`src/rtl/mc_controller_pkg.sv`:
```
// Shared definitions for the multicycle MIPS control unit: state encoding,
// opcode/funct constants, datapath select encodings and the per-state control word.
package mc_defs;

  typedef enum logic [3:0] {
    FETCH, DECODE, MEMADR, MEMRD, MEMWB, MEMWR,
    RTYPEEX, RTYPEWB, BEQEX, ADDIEX, ADDIWB, JEX
  } state_t;

  typedef enum logic [1:0] {
    ALUOP_ADD   = 2'b00,
    ALUOP_SUB   = 2'b01,
    ALUOP_FUNCT = 2'b10
  } aluop_t;

  localparam logic [5:0] OP_RTYPE = 6'b000000;
  localparam logic [5:0] OP_LW    = 6'b100011;
  localparam logic [5:0] OP_SW    = 6'b101011;
  localparam logic [5:0] OP_BEQ   = 6'b000100;
  localparam logic [5:0] OP_ADDI  = 6'b001000;
  localparam logic [5:0] OP_J     = 6'b000010;

  localparam logic [5:0] F_ADD = 6'b100000;
  localparam logic [5:0] F_SUB = 6'b100010;
  localparam logic [5:0] F_AND = 6'b100100;
  localparam logic [5:0] F_OR  = 6'b100101;
  localparam logic [5:0] F_SLT = 6'b101010;

  localparam logic [2:0] ALU_ADD = 3'b010;
  localparam logic [2:0] ALU_SUB = 3'b110;
  localparam logic [2:0] ALU_AND = 3'b000;
  localparam logic [2:0] ALU_OR  = 3'b001;
  localparam logic [2:0] ALU_SLT = 3'b111;

  localparam logic [1:0] SRCB_REGB = 2'b00;
  localparam logic [1:0] SRCB_ONE  = 2'b01;
  localparam logic [1:0] SRCB_IMM  = 2'b10;

  localparam logic [1:0] PCSRC_ALU    = 2'b00;
  localparam logic [1:0] PCSRC_ALUOUT = 2'b01;
  localparam logic [1:0] PCSRC_JUMP   = 2'b10;

  // fetch/beq/jump/waitdone mark strobes that are finished off by memready or zero
  typedef struct packed {
    logic       memreq;
    logic       memwrite;
    logic       iord;
    logic       fetch;
    logic       regwrite;
    logic       regdst;
    logic       memtoreg;
    logic       alusrca;
    logic [1:0] alusrcb;
    logic [1:0] pcsrc;
    aluop_t     aluop;
    logic       beq;
    logic       jump;
    logic       done;
    logic       waitdone;
  } ctrl_t;

  function automatic logic op_legal(logic [5:0] op);
    return (op == OP_LW) || (op == OP_SW) || (op == OP_RTYPE) ||
           (op == OP_BEQ) || (op == OP_ADDI) || (op == OP_J);
  endfunction

  function automatic ctrl_t state_ctrl(state_t s);
    ctrl_t c;
    c = '0;
    case (s)
      FETCH:   begin c.memreq = 1'b1; c.fetch = 1'b1; c.alusrcb = SRCB_ONE; end
      DECODE:  c.alusrcb = SRCB_IMM;
      MEMADR:  begin c.alusrca = 1'b1; c.alusrcb = SRCB_IMM; end
      MEMRD:   begin c.memreq = 1'b1; c.iord = 1'b1; end
      MEMWB:   begin c.regwrite = 1'b1; c.memtoreg = 1'b1; c.done = 1'b1; end
      MEMWR:   begin c.memreq = 1'b1; c.memwrite = 1'b1; c.iord = 1'b1; c.waitdone = 1'b1; end
      RTYPEEX: begin c.alusrca = 1'b1; c.alusrcb = SRCB_REGB; c.aluop = ALUOP_FUNCT; end
      RTYPEWB: begin c.regwrite = 1'b1; c.regdst = 1'b1; c.done = 1'b1; end
      BEQEX:   begin
        c.alusrca = 1'b1; c.aluop = ALUOP_SUB; c.pcsrc = PCSRC_ALUOUT;
        c.beq = 1'b1; c.done = 1'b1;
      end
      ADDIEX:  begin c.alusrca = 1'b1; c.alusrcb = SRCB_IMM; end
      ADDIWB:  begin c.regwrite = 1'b1; c.done = 1'b1; end
      JEX:     begin c.pcsrc = PCSRC_JUMP; c.jump = 1'b1; c.done = 1'b1; end
      default: c = '0;
    endcase
    return c;
  endfunction

endpackage

```
`src/rtl/mc_controller_if.sv`:
```
// Control-unit <-> datapath/memory bundle: instruction fields and flags in,
// mux selects and write strobes out.
interface mc_controller_if #(parameter int OPW = 6, parameter int FNW = 6);

  logic [OPW-1:0] op;
  logic [FNW-1:0] funct;
  logic           zero;
  logic           memready;

  logic           memreq;
  logic           memwrite;
  logic           iord;
  logic           irwrite;
  logic           pcen;
  logic           regwrite;
  logic           regdst;
  logic           memtoreg;
  logic           alusrca;
  logic [1:0]     alusrcb;
  logic [1:0]     pcsrc;
  logic [2:0]     alucontrol;
  logic           instr_done;
  logic           illegal;

  modport master (
    input  op, funct, zero, memready,
    output memreq, memwrite, iord, irwrite, pcen, regwrite, regdst, memtoreg,
           alusrca, alusrcb, pcsrc, alucontrol, instr_done, illegal
  );

  modport slave (
    output op, funct, zero, memready,
    input  memreq, memwrite, iord, irwrite, pcen, regwrite, regdst, memtoreg,
           alusrca, alusrcb, pcsrc, alucontrol, instr_done, illegal
  );

endinterface

```
`src/rtl/mc_controller_aludec.sv`:
```
// ALU decoder: turns the FSM's coarse ALU operation plus the R-type funct
// field into the 3-bit alucontrol code.
module mc_aludec
  import mc_defs::*;
#(
  parameter int FNW = 6
) (
  input  aluop_t         aluop,
  input  logic [FNW-1:0] funct,
  output logic [2:0]     alucontrol
);

  always_comb begin
    alucontrol = ALU_ADD;
    case (aluop)
      ALUOP_SUB:   alucontrol = ALU_SUB;
      ALUOP_FUNCT: begin
        case (funct)
          F_ADD:   alucontrol = ALU_ADD;
          F_SUB:   alucontrol = ALU_SUB;
          F_AND:   alucontrol = ALU_AND;
          F_OR:    alucontrol = ALU_OR;
          F_SLT:   alucontrol = ALU_SLT;
          default: alucontrol = ALU_ADD;
        endcase
      end
      default:     alucontrol = ALU_ADD;
    endcase
  end

endmodule

```
`src/rtl/mc_controller.sv`:
```
// Multicycle MIPS control FSM: sequences fetch/decode/execute and drives every
// datapath select and strobe, handshaking with memory via memreq/memready.
module mc_controller
  import mc_defs::*;
#(
  parameter int OPW = 6,
  parameter int FNW = 6
) (
  input logic            clk,
  input logic            reset,
  mc_controller_if.master bus
);

  state_t         state;
  state_t         nxt;
  ctrl_t          ctl;
  ctrl_t          eff;
  logic [OPW-1:0] opcode;
  logic           illegal_now;

  assign opcode = bus.op;

  always_comb begin
    nxt = state;
    case (state)
      FETCH:   if (bus.memready) nxt = DECODE;
      DECODE: begin
        case (opcode)
          OP_LW, OP_SW: nxt = MEMADR;
          OP_RTYPE:     nxt = RTYPEEX;
          OP_BEQ:       nxt = BEQEX;
          OP_ADDI:      nxt = ADDIEX;
          OP_J:         nxt = JEX;
          default:      nxt = FETCH;
        endcase
      end
      MEMADR:  nxt = (opcode == OP_SW) ? MEMWR : MEMRD;
      MEMRD:   if (bus.memready) nxt = MEMWB;
      MEMWR:   if (bus.memready) nxt = FETCH;
      RTYPEEX: nxt = RTYPEWB;
      ADDIEX:  nxt = ADDIWB;
      default: nxt = FETCH;
    endcase
  end

  // The control word is registered alongside the state so it always matches it
  always_ff @(posedge clk) begin
    if (reset) begin
      state <= FETCH;
      ctl   <= state_ctrl(FETCH);
    end else begin
      state <= nxt;
      ctl   <= state_ctrl(nxt);
    end
  end

  // Reset shows FETCH selects immediately and squashes every strobe in that cycle
  assign eff         = reset ? state_ctrl(FETCH) : ctl;
  assign illegal_now = !reset && (state == DECODE) && !op_legal(opcode);

  assign bus.memreq     = !reset && eff.memreq;
  assign bus.memwrite   = !reset && eff.memwrite;
  assign bus.regwrite   = !reset && eff.regwrite;
  assign bus.irwrite    = !reset && eff.fetch && bus.memready;
  assign bus.pcen       = !reset && ((eff.fetch && bus.memready) ||
                                     (eff.beq && bus.zero) || eff.jump);
  assign bus.instr_done = (!reset && (eff.done || (eff.waitdone && bus.memready))) ||
                          illegal_now;
  assign bus.illegal    = illegal_now;

  assign bus.iord     = eff.iord;
  assign bus.regdst   = eff.regdst;
  assign bus.memtoreg = eff.memtoreg;
  assign bus.alusrca  = eff.alusrca;
  assign bus.alusrcb  = eff.alusrcb;
  assign bus.pcsrc    = eff.pcsrc;

  mc_aludec #(.FNW(FNW)) u_aludec (
    .aluop      (eff.aluop),
    .funct      (bus.funct),
    .alucontrol (bus.alucontrol)
  );

endmodule

```
`src/flat_wrapper.sv`:
```
// flat-port wrapper written by rule: the top's interface ports become plain ports
module mc_controller_flat import mc_defs::*;
#(
  parameter int OPW = 6,
  parameter int FNW = 6
)
  (clk, reset, bus_op, bus_funct, bus_zero, bus_memready, bus_memreq, bus_memwrite, bus_iord, bus_irwrite, bus_pcen, bus_regwrite, bus_regdst, bus_memtoreg, bus_alusrca, bus_alusrcb, bus_pcsrc, bus_alucontrol, bus_instr_done, bus_illegal);
  mc_controller_if #(.OPW(OPW), .FNW(FNW)) bus_i ();
  input logic clk;
  input logic reset;
  input wire logic [$bits(bus_i.op)-1:0] bus_op;
  input wire logic [$bits(bus_i.funct)-1:0] bus_funct;
  input wire logic [$bits(bus_i.zero)-1:0] bus_zero;
  input wire logic [$bits(bus_i.memready)-1:0] bus_memready;
  output wire logic [$bits(bus_i.memreq)-1:0] bus_memreq;
  output wire logic [$bits(bus_i.memwrite)-1:0] bus_memwrite;
  output wire logic [$bits(bus_i.iord)-1:0] bus_iord;
  output wire logic [$bits(bus_i.irwrite)-1:0] bus_irwrite;
  output wire logic [$bits(bus_i.pcen)-1:0] bus_pcen;
  output wire logic [$bits(bus_i.regwrite)-1:0] bus_regwrite;
  output wire logic [$bits(bus_i.regdst)-1:0] bus_regdst;
  output wire logic [$bits(bus_i.memtoreg)-1:0] bus_memtoreg;
  output wire logic [$bits(bus_i.alusrca)-1:0] bus_alusrca;
  output wire logic [$bits(bus_i.alusrcb)-1:0] bus_alusrcb;
  output wire logic [$bits(bus_i.pcsrc)-1:0] bus_pcsrc;
  output wire logic [$bits(bus_i.alucontrol)-1:0] bus_alucontrol;
  output wire logic [$bits(bus_i.instr_done)-1:0] bus_instr_done;
  output wire logic [$bits(bus_i.illegal)-1:0] bus_illegal;
  assign bus_i.op = bus_op;
  assign bus_i.funct = bus_funct;
  assign bus_i.zero = bus_zero;
  assign bus_i.memready = bus_memready;
  assign bus_memreq = bus_i.memreq;
  assign bus_memwrite = bus_i.memwrite;
  assign bus_iord = bus_i.iord;
  assign bus_irwrite = bus_i.irwrite;
  assign bus_pcen = bus_i.pcen;
  assign bus_regwrite = bus_i.regwrite;
  assign bus_regdst = bus_i.regdst;
  assign bus_memtoreg = bus_i.memtoreg;
  assign bus_alusrca = bus_i.alusrca;
  assign bus_alusrcb = bus_i.alusrcb;
  assign bus_pcsrc = bus_i.pcsrc;
  assign bus_alucontrol = bus_i.alucontrol;
  assign bus_instr_done = bus_i.instr_done;
  assign bus_illegal = bus_i.illegal;
  mc_controller #(.OPW(OPW), .FNW(FNW)) u_core (.clk(clk), .reset(reset), .bus(bus_i));
endmodule
```
`config.mk`:
```
export PLATFORM = sky130hd
export DESIGN_NAME = mc_controller_flat
export DESIGN_NICKNAME = d
export VERILOG_FILES = /design/src/rtl/mc_controller_pkg.sv /design/src/rtl/mc_controller_if.sv /design/src/rtl/mc_controller_aludec.sv /design/src/rtl/mc_controller.sv /design/src/flat_wrapper.sv
export SDC_FILE = /design/constraint.sdc
export NUM_CORES = 1
export LEC_CHECK = 0
export CAP_MARGIN = 30
export CORE_MARGIN = 5
export CORE_UTILIZATION = 41
export DETAILED_ROUTE_END_ITERATION = 8
export GPL_TIMING_DRIVEN = 0
export PLACE_DENSITY = 0.71
export SYNTH_ARGS = -nofsm -noshare
export SYNTH_HDL_FRONTEND = slang
export SYNTH_HIERARCHICAL = 1
export SYNTH_SLANG_ARGS = --single-unit
```
`constraint.sdc`:
```
create_clock -name clk -period 1.9 [get_ports clk]
set_input_delay 0.38 -clock clk [delete_from_list [all_inputs] [get_ports clk]]
set_output_delay 0.38 -clock clk [all_outputs]
set_load 0.05 [all_outputs]
```
==> summary.md, run 1 <==
| Metric | Value |
|---|---|
| Fmax | `roughly 0.47 GHz` |
| # fillers | `174` |
| Row cnt | `18` |
| Wire per inst | `~17 um` |
| Fin Setup TNS | `-1410 ps` |
| Drt via density | `5.65` |
| Fraction of registers with async set or reset after synthesis | `0` |
| Met2 Usage GRT | `0.303` |
| Fin nets | `202` |
| Clk_skew | `4.67 ps` |
| Crit path capture type | `output port` |
| CTS Buffer Depth | `2` |
| Min setup slack post-route | `-223 ps` |
| P_int | `between 600 and 700 uW` |
| CTS tree | `done` |
| Peak supply drop | `398 uV` |
| CTS Sinks | `18` |
| Worst path bufs/invs | `2` |
| Syn_nets | `148` |
| Die width | `62.1 um` |
| Synth unique cells | `48` |
| CP max stage cell | `or4_4` |
| Crit-path cells | `clkdlybuf4s15_1 -> or4_4 -> a21oi_4 -> nor4_4 -> o21bai_4 -> buf_8` |
| NetSw | `254 uW` |
| Crit path DAT | `1740 ps` |
| Global-route wire length before repair | `around 5400 um` |
| Final Setup Violations | `15` |
| Post-Syn Area | `1110 sq um` |
| Clock power share | `0.272` |
| Syn Area/Cell | `~8.6 sq um` |
| GR peak layer | `met2` |
| Max incr delay on CP | `580 ps` |
| Clock Tree Root | `clkbuf_4` |
| GRT Overall Usage | `0.166` |
| CP Data Required Time | `1520 ps` |
| Finished Layout Cells | `approximately 210` |
| Drt pass-1 iters | `4` |
| Tcrit/Tclk final | `1.12` |
| Ys flop type | `dfxtp_1` |
| Largest net degree at the start of global routing | `11` |
| Register bit count reported by yosys | `18` |
| Most common cell after layout, fill and taps aside | `buf_4` |
| Setup Slack @ Placement | `-1170 ps` |
| Drt initial violations | `36` |
| Sequential power share | `0.451` |
| Synth Instances | `130` |
| Post-route ant nets | `0` |
| Input/output buffers | `33` |
| Layout cells sized above 1 | `0.552` |
| Post-layout util | `0.776` |
| Met1 Resource Use GR | `0.198` |
| Placed cells | `193` |
| Register area | `370 sq um` |
| Diodes inserted | `0` |
| Clk_lat worst skew | `around 300 ps` |
| CP delay by family, top | `simple AND/OR/NAND/NOR gates` |
| Vias | `1203` |
| Setup CP Type | `in2out` |
| CTS buffer count | `3` |
| Initial core utilization | `0.438` |
| Maximum fanout along the worst path | `5` |
| H-tree depth | `1` |
| # hold bufs at CTS | `0` |
| Violations in the final reports | `negative setup slack` |
| CP Launch Type | `input port` |
| Outcome | `finished with violations` |
| Post-synth EDFFs | `0` |
| WHS | `438 ps` |
| Final wirelength | `3600 um` |
| Logic gate share of total power | `0.276` |
| Grt met3 use | `0.0198` |
| Gr ovfl total | `0` |
| DIE HEIGHT | `~62 um` |
| P&R area growth vs syn | `77.4%` |
| Maxcap violations | `0` |
| Remaining DRCs | `0` |
| Core area | `2540 sq um` |
| Max Slew Vio Count | `0` |
| Routability cong. | `0.778` |
| Multi-input logic area | `1010 sq um` |
| I/O pin cnt | `34` |
| Detailed placer's ending HPWL | `2280 um` |
| Most frequent cells in the layout | `buf_4, dfxtp_1, nor2b_1` |
| Lkg Pwr | `0.774 nW` |
| Warnings from Yosys | `6` |
| Clk slew on worst S/H paths | `~100 ps` |
| Max_slew headroom | `0.601` |
| Vias in the first global route | `1202` |
| Worst slew pin tran | `around 600 ps` |
| Period minus WS final | `2120 ps` |
| Tightest Hold Check Type | `in2reg` |
| DIE AREA | `3860 sq um` |
| Unrepaired setup endpoints after global routing | `yes` |
| Final Hold Viols | `0` |
| Initial antenna violation count | `0` |
| PwrDens | `approximately 430 nW/um^2` |
| Sw Share | `0.296` |
| Seq/Total Area, Yosys | `0.324` |
layer usage:
layer	wire length (um)	up-vias
li1	-	577
met1	1470	576
met2	1900	42
met3	159	8
met4	67	0
met5	0	-
cells by family (layout without fill, tap and decap cells):
family | Yosys count | count (layout) | share of synthesized area
and+or+nand+nor | 64 | 64 | 0.380
AOI/OAI and AO/OA | 26 | 26 | 0.170
DFF | 18 | 18 | 0.324
buffers and inverters | 16 | 69 | 0.0730
xor gates and xnor gates | 4 | 4 | 0.0315
adders and majority gates | 2 | 2 | 0.0225
registers in the layout (all words and copies together) (netlist names):
| name | flops |
|---|---|
| u_core/ctl | 14 |
| u_core/state | 4 |
synthesized netlist by cell type (2+ instances only):
master / count / share of area
a21o_1: 3 / 0.020
a21oi_1: 5 / 0.022
a31oi_1: 2 / 0.011
and2_1: 2 / 0.011
buf_2: 2 / 0.0090
buf_4: 5 / 0.034
clkbuf_1: 3 / 0.010
dfxtp_1: 18 / 0.32
ha_1: 2 / 0.022
inv_1: 6 / 0.020
nand2_1: 4 / 0.013
nand3_1: 3 / 0.013
nand4bb_1: 3 / 0.030
nor2_1: 9 / 0.030
nor2b_1: 11 / 0.062
nor3_1: 9 / 0.040
nor4_1: 3 / 0.017
o21a_1: 2 / 0.013
o22ai_1: 2 / 0.011
o31ai_1: 2 / 0.013
or2_2: 2 / 0.011
or3_1: 3 / 0.017
or3b_1: 2 / 0.016
xnor2_1: 2 / 0.016
xor2_1: 2 / 0.016
power groups by stage:
stage / Combinational (mW) / Clock, mW / Sequential [mW]
after floorplan: 0.116 / 0 / 0.396
after global routing: 0.251 / 0.262 / 0.388
after CTS: 0.218 / 0.238 / 0.388
final: 0.237 / 0.233 / 0.387
after detailed placement: 0.191 / 0 / 0.397
after global placement: 0.189 / 0 / 0.396
path summary, 6_finish.rpt:
kind | from | to | slack [ps] | cells after the start
worst max register to register | u_core/state[2]$_SDFF_PP0_ | u_core/ctl[1]$_SDFF_PP0_ | -200 | 5
worst min-delay path | reset | u_core/ctl[14]$_SDFF_PP1_ | 440 | 3
worst max-delay path | bus_op[0] | bus_instr_done | -220 | 6
worst min register to register | u_core/state[2]$_SDFF_PP0_ | u_core/ctl[2]$_SDFF_PP0_ | 790 | 3
metrics by stage:
| step | total power, mW | cell area, sq um |
|---|---|---|
| 2_1_floorplan | 0.511 | 1230 |
| 3_3_place_gp | 0.585 | 1600 |
| 3_5_place_dp | 0.588 | 1600 |
| 4_1_cts | 0.844 | 1850 |
| 5_1_grt | 0.901 | 1980 |
| 6_report | 0.857 | 1980 |
final cells by class:
cell class	count	area share
Multi-Input combinational cell	96	0.509
Timing Repair Buffer	52	0.224
Sequential cell	18	0.187
Buffer	7	0.0304
Tap cell	30	0.0190
Clock buffer	4	0.0184
Inverter	6	0.0114
worst min-delay path, stage by stage:
cell,delay (ps)
buf_2,110
inv_1,130
o31ai_2,90
repair_timing:
| item | in CTS | in global routing |
|---|---|---|
| cloned | 1 | 0 |
| pin swaps | 13 | 14 |
| setup endpoints to repair | 34 | 23 |
| setup buffers | 13 | 5 |
| resized for setup | 112 | 35 |
No activity file was read; power rests on OpenSTA's default activity.
==> run 2, diff against run 1 <==
- GPL_ROUTABILITY_DRIVEN: default -> 0
==> results of run 2 <==
Same layout as run 1: the final DEF is identical, and so are final timing and power.
